## src/rtl/zbt_pkg.sv

```systemverilog
// rtl/zbt_pkg.sv - shared ZBT geometry, point record layout and reader FSM states
package zbt_pkg;

  localparam int ZBT_ADDR_W = 19;
  localparam int ZBT_DATA_W = 36;
  localparam int ZBT_RD_LAT = 2;

  localparam int X_LSB   = 20;
  localparam int Y_LSB   = 10;
  localparam int VAL_LSB = 0;
  localparam int FIELD_W = 10;
  localparam int PAD_LSB = 30;

  typedef struct packed {
    logic [5:0]         pad;
    logic [FIELD_W-1:0] x;
    logic [FIELD_W-1:0] y;
    logic [FIELD_W-1:0] val;
  } point_rec_t;

  typedef enum logic [1:0] {
    ST_IDLE,
    ST_READ,
    ST_DRAIN
  } rd_state_t;

endpackage

```

## src/rtl/sync_fifo.sv

```systemverilog
// rtl/sync_fifo.sv - single-clock FIFO with occupancy count; DEPTH must be a power of two
module sync_fifo #(
  parameter  int DATA_W = 36,
  parameter  int DEPTH  = 4,
  localparam int AW     = $clog2(DEPTH),
  localparam int CW     = AW + 1
) (
  input  logic              clk,
  input  logic              reset,
  input  logic              push,
  input  logic [DATA_W-1:0] push_data,
  input  logic              pop,
  output logic [DATA_W-1:0] pop_data,
  output logic [CW-1:0]     count
);

  logic [DATA_W-1:0] mem [DEPTH];
  logic [AW-1:0]     wr_ptr;
  logic [AW-1:0]     rd_ptr;
  logic              do_push;
  logic              do_pop;

  assign do_pop   = pop && (count != '0);
  assign do_push  = push && (count != CW'(DEPTH));
  assign pop_data = mem[rd_ptr];

  always_ff @(posedge clk or posedge reset) begin
    if (reset) begin
      wr_ptr <= '0;
      rd_ptr <= '0;
      count  <= '0;
    end else begin
      if (do_push) wr_ptr <= wr_ptr + AW'(1);
      if (do_pop)  rd_ptr <= rd_ptr + AW'(1);
      count <= count + CW'(do_push) - CW'(do_pop);
    end
  end

  // Storage needs no reset: pointers and count define what is valid.
  always_ff @(posedge clk) begin
    if (do_push) mem[wr_ptr] <= push_data;
  end

endmodule

```

## src/rtl/read_from_zbt.sv

```systemverilog
// rtl/read_from_zbt.sv - streams point records out of ZBT SRAM; ZBT_PAD_CHECK_EN drops words with nonzero pad bits
module read_from_zbt
  import zbt_pkg::*;
#(
  parameter int ADDR_W     = ZBT_ADDR_W,
  parameter int DATA_W     = ZBT_DATA_W,
  parameter int RD_LAT     = ZBT_RD_LAT,
  parameter int FIFO_DEPTH = 4
) (
  input  logic               clk,
  input  logic               reset,
  input  logic               start,
  input  logic [ADDR_W-1:0]  base_addr,
  input  logic [ADDR_W-1:0]  count,
  output logic               busy,
  output logic               done,
  output logic [ADDR_W-1:0]  zbt_addr,
  output logic               zbt_we,
  input  logic [DATA_W-1:0]  zbt_read_data,
  output logic [FIELD_W-1:0] pt_x,
  output logic [FIELD_W-1:0] pt_y,
  output logic [FIELD_W-1:0] pt_val,
  output logic               pt_valid,
  input  logic               pt_ready,
  output logic               pad_err
);

  localparam int CW = $clog2(FIFO_DEPTH) + 1;

  rd_state_t         state, state_next;
  logic [ADDR_W-1:0] rd_addr;
  logic [ADDR_W-1:0] rem;
  logic [RD_LAT-1:0] tok_sr;
  logic [CW-1:0]     inflight;
  logic [CW-1:0]     fifo_count;
  logic [DATA_W-1:0] fifo_dout;
  logic [CW:0]       used;
  logic              tok_exit, push, pop, drop;
  logic              credit_ok, drained;
  logic              issue, load, done_next;
  logic              unused_pad;

  assign tok_exit = tok_sr[RD_LAT-1];
  assign pt_valid = (fifo_count != '0);
  assign pop      = pt_valid && pt_ready;
  assign push     = tok_exit && !drop;
  assign busy     = (state != ST_IDLE);
  assign zbt_we   = 1'b0;

  // Occupancy plus reads in flight may never exceed the FIFO, so returning data always has a slot.
  assign used      = (CW+1)'(fifo_count) + (CW+1)'(inflight) - (CW+1)'(drop);
  assign credit_ok = used < (CW+1)'(FIFO_DEPTH);
  assign drained   = (inflight == '0) &&
                     ((fifo_count == '0) || ((fifo_count == CW'(1)) && pop));

`ifdef ZBT_PAD_CHECK_EN
  assign drop = tok_exit && (|zbt_read_data[DATA_W-1:PAD_LSB]);

  always_ff @(posedge clk or posedge reset) begin
    if (reset)     pad_err <= 1'b0;
    else if (drop) pad_err <= 1'b1;
  end
`else
  assign drop    = 1'b0;
  assign pad_err = 1'b0;
`endif

  always_comb begin
    state_next = state;
    issue      = 1'b0;
    load       = 1'b0;
    done_next  = 1'b0;
    unique case (state)
      ST_IDLE: begin
        if (start) begin
          if (count != '0) begin
            load       = 1'b1;
            state_next = ST_READ;
          end else begin
            done_next = 1'b1;
          end
        end
      end
      ST_READ: begin
        if (credit_ok) begin
          issue = 1'b1;
          if (rem == ADDR_W'(1)) state_next = ST_DRAIN;
        end
      end
      ST_DRAIN: begin
        if (drained) begin
          done_next  = 1'b1;
          state_next = ST_IDLE;
        end
      end
      default: state_next = ST_IDLE;
    endcase
  end

  always_ff @(posedge clk or posedge reset) begin
    if (reset) state <= ST_IDLE;
    else       state <= state_next;
  end

  always_ff @(posedge clk or posedge reset) begin
    if (reset) begin
      rd_addr  <= '0;
      rem      <= '0;
      zbt_addr <= '0;
      tok_sr   <= '0;
      inflight <= '0;
      done     <= 1'b0;
    end else begin
      done     <= done_next;
      tok_sr   <= (tok_sr << 1) | RD_LAT'(issue);
      inflight <= inflight + CW'(issue) - CW'(tok_exit);
      if (load) begin
        rd_addr <= base_addr;
        rem     <= count;
      end else if (issue) begin
        zbt_addr <= rd_addr;
        rd_addr  <= rd_addr + ADDR_W'(1);
        rem      <= rem - ADDR_W'(1);
      end
    end
  end

  sync_fifo #(
    .DATA_W (DATA_W),
    .DEPTH  (FIFO_DEPTH)
  ) u_fifo (
    .clk       (clk),
    .reset     (reset),
    .push      (push),
    .push_data (zbt_read_data),
    .pop       (pop),
    .pop_data  (fifo_dout),
    .count     (fifo_count)
  );

  assign pt_x       = fifo_dout[X_LSB +: FIELD_W];
  assign pt_y       = fifo_dout[Y_LSB +: FIELD_W];
  assign pt_val     = fifo_dout[VAL_LSB +: FIELD_W];
  assign unused_pad = ^fifo_dout[DATA_W-1:PAD_LSB];

endmodule
```

## config.mk

```make
export PLATFORM = sky130hd
export DESIGN_NAME = read_from_zbt
export DESIGN_NICKNAME = d
export VERILOG_FILES = /design/src/rtl/zbt_pkg.sv /design/src/rtl/sync_fifo.sv /design/src/rtl/read_from_zbt.sv
export SDC_FILE = /design/constraint.sdc
export NUM_CORES = 1
export LEC_CHECK = 0
export ABC_AREA = 0
export CAP_MARGIN = 20
export CORE_MARGIN = 10
export CORE_UTILIZATION = 40
export DETAILED_ROUTE_END_ITERATION = 16
export SLEW_MARGIN = 20
export SYNTH_ARGS = -nofsm -noshare
export SYNTH_HDL_FRONTEND = slang
export SYNTH_SLANG_ARGS = --single-unit
```

## constraint.sdc

```tcl
create_clock -name clk -period 4.7 [get_ports clk]
set_input_delay 0.94 -clock clk [delete_from_list [all_inputs] [get_ports clk]]
set_output_delay 0.94 -clock clk [all_outputs]
set_load 0.01 [all_outputs]
```

==> results of run 1 <==
==> Yosys cell counts, types with 6 or more instances <==
library cell,number
xor2_1,12
a21oi_1,6
ha_1,13
dfrtp_1,72
nor4_1,8
mux4_2,30
a221o_1,8
nand3_1,22
and2_1,9
inv_1,16
nor3_1,12
nand2_1,96
edfxtp_1,120
o211ai_1,10
o21ai_1,15
buf_2,8
nor2_1,11
xnor2_1,14
nand4_1,13
==> registers in the layout, summed over array words and instances, names as in the netlist <==
register / cells
tok_sr: 2
zbt_addr: 19
rem: 19
state: 2
u_fifo.mem: 120
u_fifo.count: 3
u_fifo.rd_ptr: 2
done: 1
rd_addr: 19
u_fifo.wr_ptr: 2
inflight: 3
==> report_power, final <==
group / switching [uW] / internal, uW / total [uW]
Sequential: 357 / 2260 / 2620
Clock: 665 / 753 / 1420
Combinational: 1200 / 1180 / 2380
==> cells in the final DEF, fill, tap and decap left out, types with 3 or more instances in the layout <==
cell,n
dfrtp_1,71
o211ai_1,10
a21oi_1,6
inv_6,5
buf_4,11
clkdlybuf4s50_1,123
nor4_1,8
clkbuf_16,17
or3_1,3
nand2_1,96
o21ai_0,3
a221o_1,8
or4_1,4
nor2_1,11
nand2b_1,5
nand4_1,13
inv_8,4
o21ai_1,15
nand3_1,22
xnor2_1,14
ha_1,13
edfxtp_1,120
inv_1,15
nor3_1,12
and2_1,9
and3_1,3
xor2_1,12
mux4_2,30
==> per-stage QoR <==
stage	cell area [um^2]	utilization (%)
floorplan	8090	-
global placement	9600	48.8
detailed placement	9600	48.8
CTS	10200	51.8
global route	10200	51.8
finish	10200	51.8
==> layout make-up <==
| cell class | count | area [um^2] | area share [%] |
|---|---|---|---|
| clock buffer | 19 | 433 | 4.26 |
| tap | 265 | 332 | 3.26 |
| inverter | 17 | 65.1 | 0.640 |
| timing repair buffer | 134 | 1310 | 12.9 |
| sequential | 192 | 5410 | 53.1 |
| multi-input combinational | 328 | 2480 | 24.4 |
| clock inverter | 13 | 139 | 1.37 |
==> worst paths after layout <==
check                                  from     endpoint  cells after the start
max                        u_fifo.rd_ptr[0]      pt_x[3]                      3
min                               tok_sr[0]    tok_sr[1]                      0
max reg2reg                 u_fifo.count[2]   rd_addr[3]                      8
min reg2reg                       tok_sr[0]    tok_sr[1]                      0
max in group asynchronous             reset      rem[17]                      3
min in group asynchronous             reset  zbt_addr[2]                      2
==> logic make-up after synthesis <==
kind of cell / after synthesis
buf+inv: 42
other cells: 1
flops: 192
fa+ha+maj: 15
compound gates: 53
mux: 31
simple gates: 201
xor+xnor: 26
==> metal layers <==
layer  share of wire [%]  vias to the layer above  track usage, %
li1                    -                     2345               -
met1                  43                     2497            17.6
met2                  49                      159            22.8
met3                 6.6                       17            4.12
met4                 1.4                        0            4.63
met5                   0                        -               0
==> impl_metrics.yaml, run 1 <==
cells_and_area:
  antenna_cells: 0
  drive_gt1_share_pct: 11.9
  nets: 783
  nFillCells: 1690
  area_growth_pct: 25.8
  instances_no_fill: 968
sta:
  period_needed_ps: 3400
  finalSetupViolCount: 0
  worstMarginPinSlew_ps: 963
  period_share_pct: 72.4
  worst_slack_ps: 1300
  fmax_ghz: 0.294
  rsz0062_at_grt: "no"
  clock_skew_ps: 9.98
  drv_slew: 0
  maxSlewHeadroom_pct: 35.8
  holdWs_ps: 349
  setup_tns_ps: 0
  timing.final.hold_violations: 0
setup_path:
  cp-end-kind: "output port"
  startpoint_type: "flop"
  critPathBufInv: 2
  r2r_slack_ps: 1480
  critPathKind: "reg2out"
  crit_path_top_delay_cell: "dfrtp_2"
  cp_top_family: "buffers and inverters"
  worst_ep_arrival_time_ps: 2460
  cp_max_fo: 13
  path_cells: "buf_4 > mux4_2 > clkdlybuf4s50_1"
  cpPeakStageDelay_ps: 630
  critPathRequiredTime_ps: 3760
global_route:
  antenna_found_initial: 0
  grt_max_degree: 52
  grt_overflow: 0
  first_global_vias: 5444
  grt_use_total_pct: 14.0
  grt_pass1_wl_um: 29200
pwr:
  p_total_uw: 6420
  p_per_area_nw_per_um2: 631
  peakVddDrop_mv: 0.265
  p_leak_uw: 0.00371
route:
  routed_wirelength_um: 17900
  dr.pass1.iters: 4
  post_drt_via_cell_ratio: 5.18
  wire_per_inst_um: 18.5
  drc: 0
  drt_iter0_drc: 337
  ant_nets: 0
  vias: 5018
logic_synthesis:
  synth_seq_area_share_pct: 66.8
  synth_simple_gate_area_share_pct: 12.4
  ys_async_sr_fraction_pct: 37.5
  syn_area_um2: 8090
  synth_area_per_cell_um2: 14.4
  synth-main-ff-cell: "edfxtp_1"
  synth_edf_count: 120
  yosys_warnings: 0
  synthTopCellsByArea: "edfxtp_1 45%, dfrtp_1 22%, mux4_2 8.4%, nand2_1 4.5%, ha_1 2.0%"
  synth_top_cell_by_area: "edfxtp_1"
  synth.distinct_cells: 55
  synth_compound_area_share_pct: 4.45
  synth_fa_ha_area_share_pct: 2.51
  synth-xor-area-share_pct: 2.82
  synth_seq_cells: 192
  synth_top_family_by_area: "simple AND/OR/NAND/NOR gates"
  yosysTopAreaCellShare_pct: 44.5
  syn_inst: 561
  synth_mux_area_share_pct: 8.48
cts:
  clock_sinks: 192
  clk_pin_slew_ps: 70
  postCtsResizedCells: 0
  postCtsHoldBufs: 0
  postCtsSetupRepairBufs: 0
  worstSkewPairLatency_ps: 430
  htree_levels: 4
  cts_tree: "yes"
  cts_buffers: 17
  cts_root_buf: "clkbuf_16"
  clock_tree.buffer_depth: 2
placed_design:
  gp_congestion: 0.838
  placed_cells: 936
  dp_hpwl_um: 12300
  port_buffers: 123
  pre_cts_ws_ps: 1450
outcome:
  status: "completed"
floorplan:
  die-area_um2: 26300
  die_x_um: 162
  initial_core_util_pct: 41.2
  die_y_um: 162
  rows: 51
  coreArea_um2: 19700
  ios: 132
worst_hold_path:
  hp-class: "reg2reg"
run:
  drv_cap: 0
Note: power is estimated with default switching activity, not from simulation.
==> run 2, diff against run 1 <==
Settings changed: PLACE_DENSITY set to 0.65.
Clock period 4.7 ns to 2.85 ns, I/O delays scaled along.
==> run 2 against run 1 <==
Against the previous run:
- clock power increased by 74%
- combinational power grew 74%
- first-iteration DRC count shrank 13%
- utilization rose by 0.80 points
- via count grew 1.3%
- die area stayed put
- clock-buffer cell count decreased by 1
- global-route usage fell by 0.17 points
==> impl_metrics.yaml, run 2 (synthesis results as in run 1) <==
cts:
  worstSkewPairLatency_ps: 430
  htree_levels: 4
  cts_buffers: 17
  cts_root_buf: "clkbuf_16"
  clk_pin_slew_ps: 70
  clock_sinks: 192
  cts_tree: "yes"
  clock_tree.buffer_depth: 2
  postCtsHoldBufs: 0
outcome:
  status: "completed"
sta:
  finalSetupViolCount: 0
  setup_tns_ps: 0
  timing.final.hold_violations: 0
  period_share_pct: 96.1
  maxSlewHeadroom_pct: 57.8
  worstMarginPinSlew_ps: 632
  drv_slew: 0
  period_needed_ps: 2740
  rsz0062_at_grt: "no"
  fmax_ghz: 0.365
  clock_skew_ps: 9.46
cells_and_area:
  largest_reg_flops: 120
  nets: 794
  area_growth_pct: 27.7
  mostFrequentLayoutCells: "123 x clkdlybuf4s50_1, 120 x edfxtp_1, 96 x nand2_1, 71 x dfrtp_1, 30 x mux4_2"
  regMostFlops: "u_fifo.mem"
  instances_no_fill: 979
  antenna_cells: 0
  layout_commonest_cell: "clkdlybuf4s50_1"
  drive_gt1_share_pct: 13.4
  nFillCells: 1664
pwr:
  combPwrFrac_pct: 37.9
  swShare_pct: 34.3
  clockPowerShare_pct: 22.7
  p_leak_uw: 0.00380
  p_sw_uw: 3740
  peakVddDrop_mv: 0.458
  p_per_area_nw_per_um2: 1050
  seqPwrFrac_pct: 39.4
  internal-power_uw: 7150
floorplan:
  die_x_um: 162
  initial_core_util_pct: 41.2
  rows: 51
  die-area_um2: 26300
  coreArea_um2: 19700
  ios: 132
  die_y_um: 162
run:
  drv_cap: 0
route:
  ant_nets: 0
  met1_length_um: 7930
  top_layer: "met4"
  routed_wirelength_um: 17900
  drt_iter0_drc: 294
  vias: 5085
  wire_per_inst_um: 18.3
  wl_met3_um: 1270
  drc: 0
  post_drt_via_cell_ratio: 5.19
  dr.pass1.iters: 5
  wl_met2_um: 8500
placed_design:
  dp_hpwl_um: 12400
  port_buffers: 123
  gp_congestion: 0.847
  placed_cells: 946
global_route:
  first_global_vias: 5321
  grt_overflow: 0
  antenna_found_initial: 0
  grt_pass1_wl_um: 28900
  grt_max_degree: 33
  grt_use_total_pct: 13.9
setup_path:
  startpoint_type: "flop"
  cp_max_fo: 8
  worst_ep_arrival_time_ps: 2170
  critPathKind: "reg2out"
  r2r_slack_ps: 190
  critPathRequiredTime_ps: 2280
  cp-end-kind: "output port"
worst_hold_path:
  hp-class: "reg2reg"
-- run 2: cell count changes in the layout (fill, tap and decap cells not counted), sizes merged --
| cell | delta |
|---|---|
| inv | +2 |
| clkbuf | -1 |
| clkinvlp | -2 |
| bufinv | +1 |
| buf | +11 |
-- run 2: cell type report --
cell class | count | area (um^2) | area share (%)
sequential | 192 | 5410 | 52.4
multi-input combinational | 328 | 2480 | 24.1
timing repair buffer | 145 | 1420 | 13.8
clock buffer | 18 | 429 | 4.15
tap | 265 | 332 | 3.21
clock inverter | 14 | 185 | 1.79
inverter | 17 | 68.8 | 0.666
-- run 2: routing by layer --
metal | vias to the layer above | global-route usage (%)
met5 | - | 0
met1 | 2513 | 17.7
met2 | 186 | 21.8
li1 | 2371 | -
met3 | 15 | 5.16
met4 | 0 | 3.56
-- run 2: repair_timing --
item | 4_1_cts | 5_1_grt
resized for setup | 1 | 3
endpoints found under the hold margin | 0 | 0
buffers inserted | 1 | 0
setup endpoints to repair | 22 | 13
-- run 2: worst max-delay path, cell delays in order, from the launching register on --
cell and delay (ps):
dfrtp_4 470, buf_4 230, mux4_2 540, clkdlybuf4s50_1 500
-- run 2: metrics by stage --
step | power (uW) | setup WS (ps) | utilization [%] | area [um^2] | hold slack [ps]
floorplan | 6750 | 28.7 | - | 8090 | 331
global placement | 8370 | 155 | 49.4 | 9700 | 335
detailed placement | 8490 | 73.3 | 49.4 | 9700 | 335
CTS | 11000 | 48.0 | 52.5 | 10300 | 350
global route | 11600 | 14.3 | 52.6 | 10300 | 358
finish | 10900 | 110 | 52.6 | 10300 | 349
-- run 2: power groups by stage --
stage | logic (uW) | clock network (uW) | registers, uW
floorplan | 2520 | 0 | 4230
global placement | 4040 | 0 | 4330
detailed placement | 4130 | 0 | 4360
CTS | 4190 | 2530 | 4290
global route | 4590 | 2630 | 4390
finish | 4130 | 2470 | 4290
-- run 2: worst paths after layout --
check / to / cells past startpoint / start
max reg2reg: inflight[2] / 9 / u_fifo.count[2]
min in group asynchronous: zbt_addr[7] / 2 / reset
min: tok_sr[1] / 0 / tok_sr[0]
max: pt_y[2] / 3 / u_fifo.rd_ptr[0]
max in group asynchronous: u_fifo.rd_ptr[0] / 3 / reset
min reg2reg: tok_sr[1] / 0 / tok_sr[0]
==> run 3, diff against run 2 <==
Settings changed: HOLD_SLACK_MARGIN set to 0.06, SETUP_SLACK_MARGIN set to 0.5.
==> run 3 against run 2 <==
Against the previous run:
- non-clock buffer count up 25
- critical path depth increased by 6
- sequential power about the same
- cell count grew 2.6%
- worst hold slack improved by 28 ps
- critical endpoint is now inflight[1]
- largest cell class unchanged
- largest power group is now combinational logic
==> impl_metrics.yaml, run 3 (synthesis results as in run 1) <==
setup_path:
  critPathKind: "reg2reg"
  cp-end-kind: "flop"
  reg2reg_from: "inflight[2]"
  path_cells: "ha_1 > or3_4 > or3_4 > ha_4 > inv_4 > ha_4 > inv_2 > fa_2 > inv_2"
  crit_path_top_delay_cell: "fa_2"
  worst_ep_arrival_time_ps: 2840
  r2r_slack_ps: 330
  critPathBufInv: 3
  startpoint_type: "flop"
  cp_top_family: "adder cells"
  cp_max_fo: 2
  r2r.worst_path.cells: 9
  r2r-end: "inflight[1]"
  cpPeakStageDelay_ps: 530
  critPathRequiredTime_ps: 3180
floorplan:
  die_y_um: 162
  rows: 51
  coreArea_um2: 19700
  ios: 132
  initial_core_util_pct: 41.2
  die_x_um: 162
  die-area_um2: 26300
worst_hold_path:
  hp-start: "tok_sr[0]"
  hold_depth: 0
  holdPathEnd: "tok_sr[1]"
  hp-class: "reg2reg"
cts:
  cts_root_buf: "clkbuf_16"
  clock_sinks: 192
  worstSkewPairLatency_ps: 430
  cts_tree: "yes"
  clock_tree.buffer_depth: 2
  htree_levels: 4
  clk_pin_slew_ps: 70
  postCtsHoldBufs: 0
  cts_buffers: 17
pwr:
  p_leak_uw: 0.00404
  peakVddDrop_mv: 0.489
  p_per_area_nw_per_um2: 1080
  p_total_uw: 11600
cells_and_area:
  area_growth_pct: 32.8
  antenna_cells: 0
  fin_util_pct: 54.7
  nets: 819
  final_area_um2: 10700
  largest_reg_flops: 120
  mostFrequentLayoutCells: "120 x edfxtp_1, 95 x nand2_1, 92 x clkdlybuf4s50_1, 69 x dfrtp_1"
  layout_commonest_cell: "edfxtp_1"
  regMostFlops: "u_fifo.mem"
  drive_gt1_share_pct: 23.0
sta:
  rsz0062_at_grt: "yes"
  fmax_ghz: 0.398
  drv_slew: 0
  setup_tns_ps: 0
  timing.final.hold_violations: 0
  worst_slack_ps: 335
  period_share_pct: 88.3
  period_needed_ps: 2520
  clock_skew_ps: 10.9
  worstMarginPinSlew_ps: 680
  finalSetupViolCount: 0
  maxSlewHeadroom_pct: 54.6
placed_design:
  gp_congestion: 0.839
  dp_hpwl_um: 12500
  pre_cts_ws_ps: 185
  port_buffers: 123
  dpl_cell_area_um2: 9760
global_route:
  grt_pass1_wl_um: 30000
  grt_use_total_pct: 14.3
  first_global_vias: 5631
  grt_overflow: 0
  grt_max_degree: 49
  antenna_found_initial: 0
route:
  drt_iter0_drc: 268
  drc: 0
  wire_per_inst_um: 18.5
  routed_wirelength_um: 18600
  ant_nets: 0
  vias: 5248
  post_drt_via_cell_ratio: 5.23
  dr.pass1.iters: 5
run:
  drv_cap: 0
outcome:
  status: "completed"
## run 3: how the worst max path moves through the flow
| stage | start | cells past startpoint | slack, ps | endpoint |
|---|---|---|---|---|
| floorplan | u_fifo.count[2] | 11 | 190 | inflight[1] |
| global placement | u_fifo.count[2] | 9 | 250 | inflight[1] |
| detailed placement | u_fifo.count[2] | 9 | 190 | inflight[1] |
| CTS | u_fifo.rd_ptr[0] | 4 | 330 | pt_y[2] |
| global route | inflight[2] | 9 | 280 | inflight[1] |
| finish | inflight[2] | 9 | 330 | inflight[1] |
## run 3: worst register-to-register path, delay by kind of cell (launching register included)
kind	cells	cell delay (ps)
fa+ha+maj	4	1170
simple gates	2	740
flops	1	390
buf+inv	3	110
## run 3: cell type report
type,count,area [um^2]
well taps,265,332
clock buffers,17,425
fillers,1661,8910
multi-input cells,328,2590
flip-flops and latches,192,5410
inverters,17,82.6
clock inverters,15,206
repair buffers,170,1700
## run 3: per-layer routing
metal,part of all wire (%),global-route usage [%],vias up,wire [um]
met5,0,0,-,0
met4,0.77,3.56,0,142
met3,5.8,4.25,13,1070
met2,50,24.3,168,9320
met1,43,17.5,2641,8020
li1,-,-,2426,-
## run 3: power by group
group	switching (uW)	internal, uW	total (uW)
logic	2300	2520	4820
clock network	1160	1280	2450
registers	582	3740	4320
## run 3: metrics by stage
| step | instances | hold slack (ps) |
|---|---|---|
| after floorplan | 562 | 331 |
| after global placement | 943 | 337 |
| after detailed placement | 943 | 360 |
| after CTS | 988 | 371 |
| after global routing | 1004 | 392 |
| final | 1004 | 377 |
## run 3: what timing repair did
item	4_1_cts	5_1_grt
gates resized for setup	109	51
endpoints found under the setup margin	72	40
buffers inserted	12	15
pin swaps	2	11
gates cloned	1	1
